File: src/rtl/lc3_int_ctrl_pkg.sv
// lc3_int_ctrl_pkg: shared state, vector and config types for the LC-3 interrupt controller
package lc3_int_ctrl_pkg;
    typedef enum logic [1:0] {IDLE, ARB, PEND, ACK} int_state_t;
    localparam int CFG_PRIO_W = 3;
    localparam logic [7:0] VEC_PRIV = 8'h00;
    localparam logic [7:0] VEC_ILL = 8'h01;
    localparam logic [7:0] BASE_VEC_DEF = 8'h80;
    typedef struct packed {
        logic [CFG_PRIO_W-1:0] prio;
        logic                  mask;
        logic                  edge_mode;
    } int_cfg_t;
endpackage

File: src/rtl/lc3_int_ctrl_arb.sv
// lc3_int_ctrl_arb: combinational highest-priority selector, ties go to the lowest index
module lc3_int_ctrl_arb #(
    parameter int N  = 8,
    parameter int PW = 3,
    parameter int IW = 3
) (
    input  logic [N-1:0]    i_elig,
    input  logic [N*PW-1:0] i_prio,
    output logic            o_valid,
    output logic [IW-1:0]   o_idx,
    output logic [PW-1:0]   o_prio
);
    always_comb begin
        o_valid = 1'b0;
        o_idx = '0;
        o_prio = '0;
        // descending scan with >= lets a lower index take over on equal priority
        for (int i = N - 1; i >= 0; i--)
            if (i_elig[i] && (!o_valid || i_prio[i*PW +: PW] >= o_prio)) begin
                o_valid = 1'b1;
                o_idx = IW'(i);
                o_prio = i_prio[i*PW +: PW];
            end
    end
endmodule

File: src/rtl/lc3_int_ctrl.sv
// lc3_int_ctrl: multi-source interrupt/exception controller driving the LC-3 INT/vector/priority inputs.
// Defining LC3_INT_NMI_EN makes the highest-numbered source a non-maskable edge interrupt.
module lc3_int_ctrl
    import lc3_int_ctrl_pkg::*;
#(
    parameter int               NUM_SRC  = 8,
    parameter int               PRIO_W   = CFG_PRIO_W,
    parameter int               VEC_W    = 8,
    parameter logic [VEC_W-1:0] BASE_VEC = VEC_W'(BASE_VEC_DEF),
    localparam int              IDX_W    = NUM_SRC > 1 ? $clog2(NUM_SRC) : 1
) (
    input  logic               i_clk,
    input  logic               i_rst_n,
    input  logic [NUM_SRC-1:0] i_irq,
    input  logic               i_cfg_we,
    input  logic [IDX_W-1:0]   i_cfg_idx,
    input  logic [PRIO_W-1:0]  i_cfg_prio,
    input  logic               i_cfg_mask,
    input  logic               i_cfg_edge,
    input  logic [PRIO_W-1:0]  i_cur_pri,
    input  logic               i_exc_priv,
    input  logic               i_exc_ill,
    input  logic               i_int_ack,
    output logic               o_int,
    output logic [VEC_W-1:0]   o_intv,
    output logic [PRIO_W-1:0]  o_intpri,
    output logic [NUM_SRC-1:0] o_pending
);
`ifdef LC3_INT_NMI_EN
    localparam logic [NUM_SRC-1:0] NMI_BIT = NUM_SRC'(1) << (NUM_SRC - 1);
`else
    localparam logic [NUM_SRC-1:0] NMI_BIT = '0;
`endif
    int_cfg_t              r_cfg [NUM_SRC];
    int_state_t            r_state, w_state_nx;
    logic [NUM_SRC-1:0]    r_irq_d, r_pending;
    logic                  r_exc_priv, r_exc_ill, r_sel_src, r_sel_ill;
    logic [IDX_W-1:0]      r_sel_idx;
    logic [NUM_SRC-1:0]    w_pend_nx, w_ok, w_elig, w_elig_nx, w_we;
    logic [NUM_SRC*PRIO_W-1:0] w_prio_flat;
    logic                  w_arb_valid, w_nmi, w_exc, w_sel_ok, w_clr_priv, w_clr_ill;
    logic [IDX_W-1:0]      w_arb_idx, w_win_idx;
    logic [PRIO_W-1:0]     w_arb_prio;

    always_comb begin
        w_pend_nx = '0;
        w_ok = '0;
        w_elig = '0;
        w_elig_nx = '0;
        w_we = '0;
        w_prio_flat = '0;
        for (int i = 0; i < NUM_SRC; i++) begin
            w_prio_flat[i*PRIO_W +: PRIO_W] = PRIO_W'(r_cfg[i].prio);
            // edge pending is sticky until its own ACK; a fresh edge in that cycle still wins
            w_pend_nx[i] = (r_cfg[i].edge_mode || NMI_BIT[i])
                ? (i_irq[i] & ~r_irq_d[i]) | (r_pending[i] & ~(r_state == ACK && r_sel_src && r_sel_idx == IDX_W'(i)))
                : i_irq[i];
            w_ok[i] = (r_cfg[i].mask && PRIO_W'(r_cfg[i].prio) > i_cur_pri) || NMI_BIT[i];
            w_elig[i] = r_pending[i] & w_ok[i];
            w_elig_nx[i] = w_pend_nx[i] & w_ok[i];
            w_we[i] = i_cfg_we && i_cfg_idx == IDX_W'(i) && !NMI_BIT[i];
        end
    end

    lc3_int_ctrl_arb #(.N(NUM_SRC), .PW(PRIO_W), .IW(IDX_W)) u_arb (
        .i_elig (w_elig & ~NMI_BIT),
        .i_prio (w_prio_flat),
        .o_valid(w_arb_valid),
        .o_idx  (w_arb_idx),
        .o_prio (w_arb_prio)
    );

    assign w_nmi = |(w_elig & NMI_BIT);
    assign w_exc = r_exc_priv | r_exc_ill;
    assign w_win_idx = w_nmi ? IDX_W'(NUM_SRC - 1) : w_arb_idx;
    assign w_sel_ok = r_sel_src ? w_elig[r_sel_idx] : 1'b1;
    assign w_clr_priv = r_state == ACK && !r_sel_src && !r_sel_ill;
    assign w_clr_ill = r_state == ACK && !r_sel_src && r_sel_ill;
    assign o_pending = r_pending;

    always_ff @(posedge i_clk or negedge i_rst_n)
        if (!i_rst_n) r_state <= IDLE;
        else r_state <= w_state_nx;

    always_comb begin
        w_state_nx = r_state;
        case (r_state)
            IDLE: w_state_nx = (|w_elig_nx || w_exc || i_exc_priv || i_exc_ill) ? ARB : IDLE;
            ARB:  w_state_nx = (w_exc || w_nmi || w_arb_valid) ? PEND : IDLE;
            PEND: w_state_nx = i_int_ack ? ACK : (!w_sel_ok && !w_exc) ? IDLE : PEND;
            default: w_state_nx = IDLE;
        endcase
    end

    always_comb o_int = r_state == PEND;

    always_ff @(posedge i_clk or negedge i_rst_n)
        if (!i_rst_n) begin
            for (int i = 0; i < NUM_SRC; i++) r_cfg[i] <= '0;
            r_irq_d <= '0;
            r_pending <= '0;
            r_exc_priv <= 1'b0;
            r_exc_ill <= 1'b0;
            r_sel_src <= 1'b0;
            r_sel_ill <= 1'b0;
            r_sel_idx <= '0;
            o_intv <= '0;
            o_intpri <= '0;
        end else begin
            for (int i = 0; i < NUM_SRC; i++)
                if (w_we[i]) r_cfg[i] <= '{prio: CFG_PRIO_W'(i_cfg_prio), mask: i_cfg_mask, edge_mode: i_cfg_edge};
            r_irq_d <= i_irq;
            r_pending <= w_pend_nx;
            r_exc_priv <= i_exc_priv | (r_exc_priv & ~w_clr_priv);
            r_exc_ill <= i_exc_ill | (r_exc_ill & ~w_clr_ill);
            if (r_state == ARB) begin
                r_sel_src <= !w_exc;
                r_sel_ill <= !r_exc_priv;
                r_sel_idx <= w_win_idx;
                o_intv <= r_exc_priv ? VEC_W'(VEC_PRIV) : r_exc_ill ? VEC_W'(VEC_ILL) : BASE_VEC + VEC_W'(w_win_idx);
                o_intpri <= w_exc ? i_cur_pri : w_nmi ? '1 : w_arb_prio;
            end
        end
endmodule

File: config.mk
export PLATFORM = sky130hd
export DESIGN_NAME = lc3_int_ctrl
export DESIGN_NICKNAME = d
export VERILOG_FILES = /design/src/rtl/lc3_int_ctrl_pkg.sv /design/src/rtl/lc3_int_ctrl_arb.sv /design/src/rtl/lc3_int_ctrl.sv
export SDC_FILE = /design/constraint.sdc
export NUM_CORES = 1
export LEC_CHECK = 0
export BUFFER_PORTS_ARGS = -buffer_cell sky130_fd_sc_hd__buf_2
export CORE_ASPECT_RATIO = 1.5
export CORE_MARGIN = 4
export CORE_UTILIZATION = 40
export CTS_CLUSTER_DIAMETER = 30
export DETAILED_ROUTE_END_ITERATION = 10
export GPL_ROUTABILITY_DRIVEN = 0
export PLACE_DENSITY = 0.59
export SETUP_SLACK_MARGIN = 0.02
export SLEW_MARGIN = 20
export SYNTH_ARGS = -nofsm -noshare
export SYNTH_HDL_FRONTEND = slang
export SYNTH_SLANG_ARGS = --single-unit
File: constraint.sdc
create_clock -name i_clk -period 23.3 [get_ports i_clk]
set_input_delay 6.99 -clock i_clk [delete_from_list [all_inputs] [get_ports i_clk]]
set_output_delay 6.99 -clock i_clk [all_outputs]
set_load 0.005 [all_outputs]
== After elaboration in Yosys (flattened, before gate mapping) ==
Index checks and enable logic that the tools add are counted.

* Register bits: 76
* Bits of input ports: 25
* Output and inout bits: 20
* Logic and storage cells: 237

* $add $sub $neg: 1
* Magnitude comparators: 16
* Eq/ne operators: 17
* Muxes and demuxes: 43
* Bitwise logic cells: 63
* Reductions and logical operators: 63

{| class="wikitable"
|+ Operator list
! kind !! count
|-
| $mux W3 || 17
|-
| $logic_and A1 B1 Y1 || 36
|-
| $and A1 B1 Y1 || 34
|-
| $eq A3 B3 Y1 const B || 8
|-
| $gt A3 B3 Y1 || 8
|-
| $ge A3 B3 Y1 || 7
|-
| $mux W1 || 19
|-
| $not A1 Y1 || 18
|-
| $mux W8 || 2
|-
| $eq A3 B2 Y1 const B || 4
|-
| $logic_not A1 Y1 || 12
|-
| $logic_or A1 B1 Y1 || 11
|-
| $or A1 B1 Y1 || 11
|-
| $add A8 B3 Y8 const A || 1
|-
| $reduce_or A8 Y1 || 1
|-
| $eq A3 B1 Y1 const B || 2
|-
| $logic_not A3 Y1 || 2
|-
| $mux W2 || 3
|-
| $pmux W2 S3 || 1
|-
| $eq A2 B2 Y1 const B || 2
|-
| $lt A3 B4 Y1 const B || 1
|-
| $bmux W1 S3 || 1
|-
| $eq A2 B1 Y1 const B || 1
|-
| $logic_not A2 Y1 || 1
|}

== Depth between registers and ports, before layout ==
* Depth after elaboration: 35
* Mapped depth: 57
* Depth with buffers taken out: 57

== Cells and area by module ==
From an unflattened synthesis, not the netlist that was laid out.

* Cells, all modules: 450
* Area total of the unflattened synthesis: 4,645.7 um^2

{| class="wikitable"
|+ Modules (own cells, without submodules)
! module !! times used !! cells an instance !! area each (um^2) !! seq. area each (um^2)
|-
| lc3_int_ctrl || 1 || 306 || 3,504.6 || 1,776.7
|-
| lc3_int_ctrl_arb || 1 || 144 || 1,141.1 || 0.0
|}

== Worst setup path before layout ==
No wires, ideal clock.

* Path type: input to register
* Start point: input i_cur_pri[1]
* End point: register o_intv[1]
* Setup time: 0.066 ns
* Arrival time: 16.736 ns
* Required time: 23.234 ns
* Slack: 6.498 ns
* Cell stages on the path: 57
* Buffers on the path: 1
* Cells stage by stage: inv_1 ha_1 nand2b_1 a21oi_2 and3_4 buf_6 nand2_1 ha_1 o21ai_0 a21oi_1 a211oi_1 a21o_1 ha_1 nand2b_1 a21o_1 a21oi_1 o21ai_2 a221oi_1 (+21 left out) nor2_1 mux2_2 ha_1 nand2b_1 a21o_1 a21oi_1 nor2_1 a41o_1 a22o_1 a31oi_1 inv_1 ha_1 nand2b_1 a21oi_1 nor2b_1 o31a_1 nor4_2 a22o_1

* Cells in the longest elaborated chain, start to end: 35
* Elaborated cells on any way between the ends: 77
* Classes of those cells: add/sub (1); order compare (15); mux (24); bitwise (8); reduce/logical (29)

{| class="wikitable"
|+ RTL lines
! element !! line !! text
|-
| start: declaration || lc3_int_ctrl.sv:20 || <nowiki>input logic [PRIO_W-1:0] i_cur_pri,</nowiki>
|-
| $gt A3 B3 Y1 || lc3_int_ctrl.sv:58 || <nowiki>w_ok[i] = (r_cfg[i].mask && PRIO_W'(r_cfg[i].prio) > i_cur_pri) || NMI_BIT[i];</nowiki>
|-
| $logic_and A1 B1 Y1 || lc3_int_ctrl.sv:58 ||
|-
| $and A1 B1 Y1 || lc3_int_ctrl.sv:59 || <nowiki>w_elig[i] = r_pending[i] & w_ok[i];</nowiki>
|-
| $mux W3 / $mux W1 (equally long branches) || lc3_int_ctrl_arb.sv:19 || <nowiki>if (i_elig[i] && (!o_valid || i_prio[i*PW +: PW] >= o_prio)) begin</nowiki>
|-
| $ge A3 B3 Y1 / $logic_not A1 Y1 (equally long branches) || lc3_int_ctrl_arb.sv:19 ||
|-
| $logic_or A1 B1 Y1 || lc3_int_ctrl_arb.sv:19 ||
|-
| $logic_and A1 B1 Y1 || lc3_int_ctrl_arb.sv:19 ||
|-
| $mux W3 / $mux W1 (equally long branches) || lc3_int_ctrl_arb.sv:19 ||
|-
| (+18 left out) || - ||
|-
| $logic_and A1 B1 Y1 || lc3_int_ctrl_arb.sv:19 ||
|-
| $mux W3 / $mux W1 (equally long branches) || lc3_int_ctrl_arb.sv:19 ||
|-
| $ge A3 B3 Y1 / $logic_not A1 Y1 (equally long branches) || lc3_int_ctrl_arb.sv:19 ||
|-
| $logic_or A1 B1 Y1 || lc3_int_ctrl_arb.sv:19 ||
|-
| $logic_and A1 B1 Y1 || lc3_int_ctrl_arb.sv:19 ||
|-
| $mux W3 (*) || lc3_int_ctrl_arb.sv:19 ||
|-
| $add A8 B3 Y8 (*) || lc3_int_ctrl.sv:120 || <nowiki>o_intv <= r_exc_priv ? VEC_W'(VEC_PRIV) : r_exc_ill ? VEC_W'(VEC_ILL) : BASE_VEC + VEC_W'(w_win_idx);</nowiki>
|-
| $mux W8 (*) (2 in series) || lc3_int_ctrl.sv:120 ||
|-
| end signal: assignment || lc3_int_ctrl.sv:120 ||
|-
| end: declaration || lc3_int_ctrl.sv:25 || <nowiki>output logic [VEC_W-1:0] o_intv,</nowiki>
|}

Mark *: on every way between the ends. The rest lies on a longest branch, timed or not.
A chain may end at the register's enable or synchronous reset.

== Final worst setup path ==
Same ends and word-level chain as after synthesis.

==> run summary <==
final net count: 555
asr flop ratio synth: 100%
Synth Cell Area: 4580 um^2
Pins Over Slew Limit: 0
worst path required time: 23.58 ns
# setup viols final: 0
Pre-Repair DR Iteration Count: 4
worst min path class: flip-flop to flip-flop
cells after synthesis: 444
most frequent cells in the layout: 71 x dfrtp_1, 48 x nand2_1, 45 x ha_1
RR Startpoint: r_cfg[3]$_DFFE_PN0P_
max_slew headroom: 24.1%
initial antenna violation count: 0
clk sinks: 71
largest family of logic cells by synthesized area: compound AO/OA/AOI/OAI gates
CTS Buf Count: 9
slowest cell delay on critical path: 0.49 ns
full die area: 13300 um^2
setup TNS: 0 ns
clk_lat worst skew: 0.33 ns
sequential share of the synthesized area: 38.8%
crit path DAT: 18.18 ns
Peak VDD IR: 0.0440 mV
total power: 506 uW
total of max-cap violations: 0
hpwl dp: 9370 um
Fmax achieved: 0.0559 GHz
crit path launch type: input pin
# diodes: 0
mean post-synth cell area: 10.3 um^2
number of synthesized flops with an enable pin: 0
core area: 11100 um^2
DIE HEIGHT: 139 um
Clk pin slew, worst setup/hold paths: 0.06 ns
Wirelength per Cell: 19.0 um
initial drt markers: 107
Slowest-stage cell, CP: a221oi_1
layout cell share with drive strength beyond 1: 24.1%
WL final: 12100 um
Crit Path Class: input pin to flip-flop
crit end category: flip-flop
total congestion overflow: 0
I/O Buffers: 40
distinct cell type count after synthesis: 62
Yosys warning total: 0
ys flop type: dfrtp_1
flops & latches, synth: 71
vias: 3617
Clock Skews: 0.00700 ns
worst r2r dst: o_intv[1]$_DFFE_PN0P_
area share of and/or/nand/nor cells after synthesis: 16.7%
reg2reg setup slack: 11.95 ns
crit path from: i_cur_pri[1]
Total GRT Usage: 19.8%
Die X: 95.4 um
Synth Area in Compound Gates: 18.8%
Setup crit end: o_intv[1]$_DFFE_PN0P_
Max clock buf depth: 2
Slew @ Worst Pin: 1.13 ns
DRC Markers: 0
Post-Synth XOR/XNOR Area: 0%
final period utilization: 76.8%
Initial Util: 41.2%
fin crit period: 17.90 ns
R2R cell count: 55
number of routed nets with antenna violations: 0
Pleak: 2.24 nW
pin count of the biggest net entering global routing: 72
run status: complete, no violations
Root Driver: clkbuf_16
most common cell after layout, fill and taps aside: dfrtp_1
first-pass GRT wire length: 19800 um
post-CTS resize count: 0
hold buffer count at CTS: 0
Post-CTS Setup Repair Bufs: 0
min-delay src: o_intv[2]$_DFFE_PN0P_
CTS tree: done
# rows: 47
H-tree Lvls: 3
RSZ-0062 raised after global routing: no
# IOs: 45
number of global-route vias before repair: 3735
Area growth syn-to-layout: 13.1%
maximum fanout along the worst path: 10
post-synthesis mux area share: 9.84%
DR vias/cell: 5.68
Post-Synth Adder-Cell Area: 12.3%
final hold vios: 0
pwr dens: 97.7 nW/um^2
fillcell total: 1043
-- worst max-delay path, delay by kind of cell --
family	cells	cell delay (ns)
AO/OA/AOI/OAI	30	5.67
AND/OR/NAND/NOR	15	2.60
adder cells (fa/ha/maj)	8	2.14
multiplexers	1	0.41
buffers and inverters	3	0.36
-- cell families (layout without fill, tap and decap cells) --
logic type / Yosys count / in the layout
AO/OA/AOI/OAI: 111 / 111
adder cells (fa/ha/maj): 45 / 45
buffers and inverters: 33 / 76
flip-flops: 71 / 71
multiplexers: 38 / 38
other: 1 / 4
AND/OR/NAND/NOR: 145 / 145
-- power by group --
group	total (mW)	switching (mW)	leakage, nW	internal (mW)
clock network	0.128	0.0554	0.129	0.0726
logic	0.196	0.106	1.26	0.0896
registers	0.182	0.0309	0.850	0.151
total	0.506	0.192	2.24	0.313
-- sequential cells by signal, summed over array words and instances (netlist names) --
signal,cells
r_cfg,40
o_pending,8
r_irq_d,8
o_intv,4
o_intpri,3
r_sel_idx,3
r_state,2
r_exc_ill,1
r_exc_priv,1
r_sel_ill,1
-- cell usage after synthesis, types with 3 or more instances --
cell / number / share of area, %
dfrtp_1: 71 / 39
a32o_1: 8 / 1.7
a21oi_2: 3 / 0.57
a21o_1: 9 / 1.5
nand2b_1: 15 / 2.0
buf_4: 5 / 0.82
o21a_1: 3 / 0.49
and3_4: 3 / 0.74
a221oi_1: 4 / 0.77
nand4_1: 6 / 0.82
o21ai_1: 3 / 0.33
o31ai_1: 3 / 0.49
o21ai_0: 19 / 2.1
nor2b_1: 8 / 1.1
ha_1: 45 / 12
inv_1: 19 / 1.6
a31oi_1: 5 / 0.68
a41oi_1: 3 / 0.57
nand3_1: 16 / 1.7
a22o_1: 5 / 0.96
a21oi_1: 18 / 2.0
nand4b_1: 3 / 0.57
nor4_1: 3 / 0.41
or2_2: 3 / 0.41
nand2_1: 48 / 3.9
mux2_2: 36 / 8.9
clkbuf_1: 7 / 0.57
nor2_1: 20 / 1.6
nor3_1: 5 / 0.55
and2_1: 3 / 0.41
-- through the flow --
stage                     area [um^2]  cells  hold slack [ns]  utilization [%]  worst slack [ns]
final                            5180    637            0.471             46.6              5.40
after global routing             5180    637            0.512             46.6              4.35
after CTS                        5170    637            0.479             46.5              5.41
after detailed placement         4900    621            0.465             44.1              5.09
after global placement           4900    621            0.457             44.1              5.34
after floorplan                  4590    447            0.473                -              6.50
-- per-layer routing --
metal	share of wire [%]	global-route usage, %
met2	54	33.7
met5	0	0
met1	40	23.8
met4	3.6	9.28
met3	2.9	3.15
-- layout make-up --
type                            instances  area (um^2)  area share, %
Timing Repair Buffer                   41          210           4.06
Multi-Input combinational cell        343         2660           51.4
Sequential cell                        71         1780           34.3
Tap cell                              147          184           3.55
Clock buffer                           10          229           4.42
Clock inverter                          6         46.3          0.894
Inverter                               19         71.3           1.38
-- worst min-delay path by stage --
stage | endpoint | slack [ns] | cells after the start
5_1_grt | o_intv[0]$_DFFE_PN0P_ | 0.51 | 2
6_report | o_intv[2]$_DFFE_PN0P_ | 0.47 | 2
3_3_place_gp | o_intv[0]$_DFFE_PN0P_ | 0.46 | 2
2_1_floorplan | o_intv[0]$_DFFE_PN0P_ | 0.47 | 2
3_5_place_dp | o_intv[2]$_DFFE_PN0P_ | 0.47 | 2
4_1_cts | o_intv[2]$_DFFE_PN0P_ | 0.48 | 2
No activity file was read; power rests on OpenSTA's default activity.
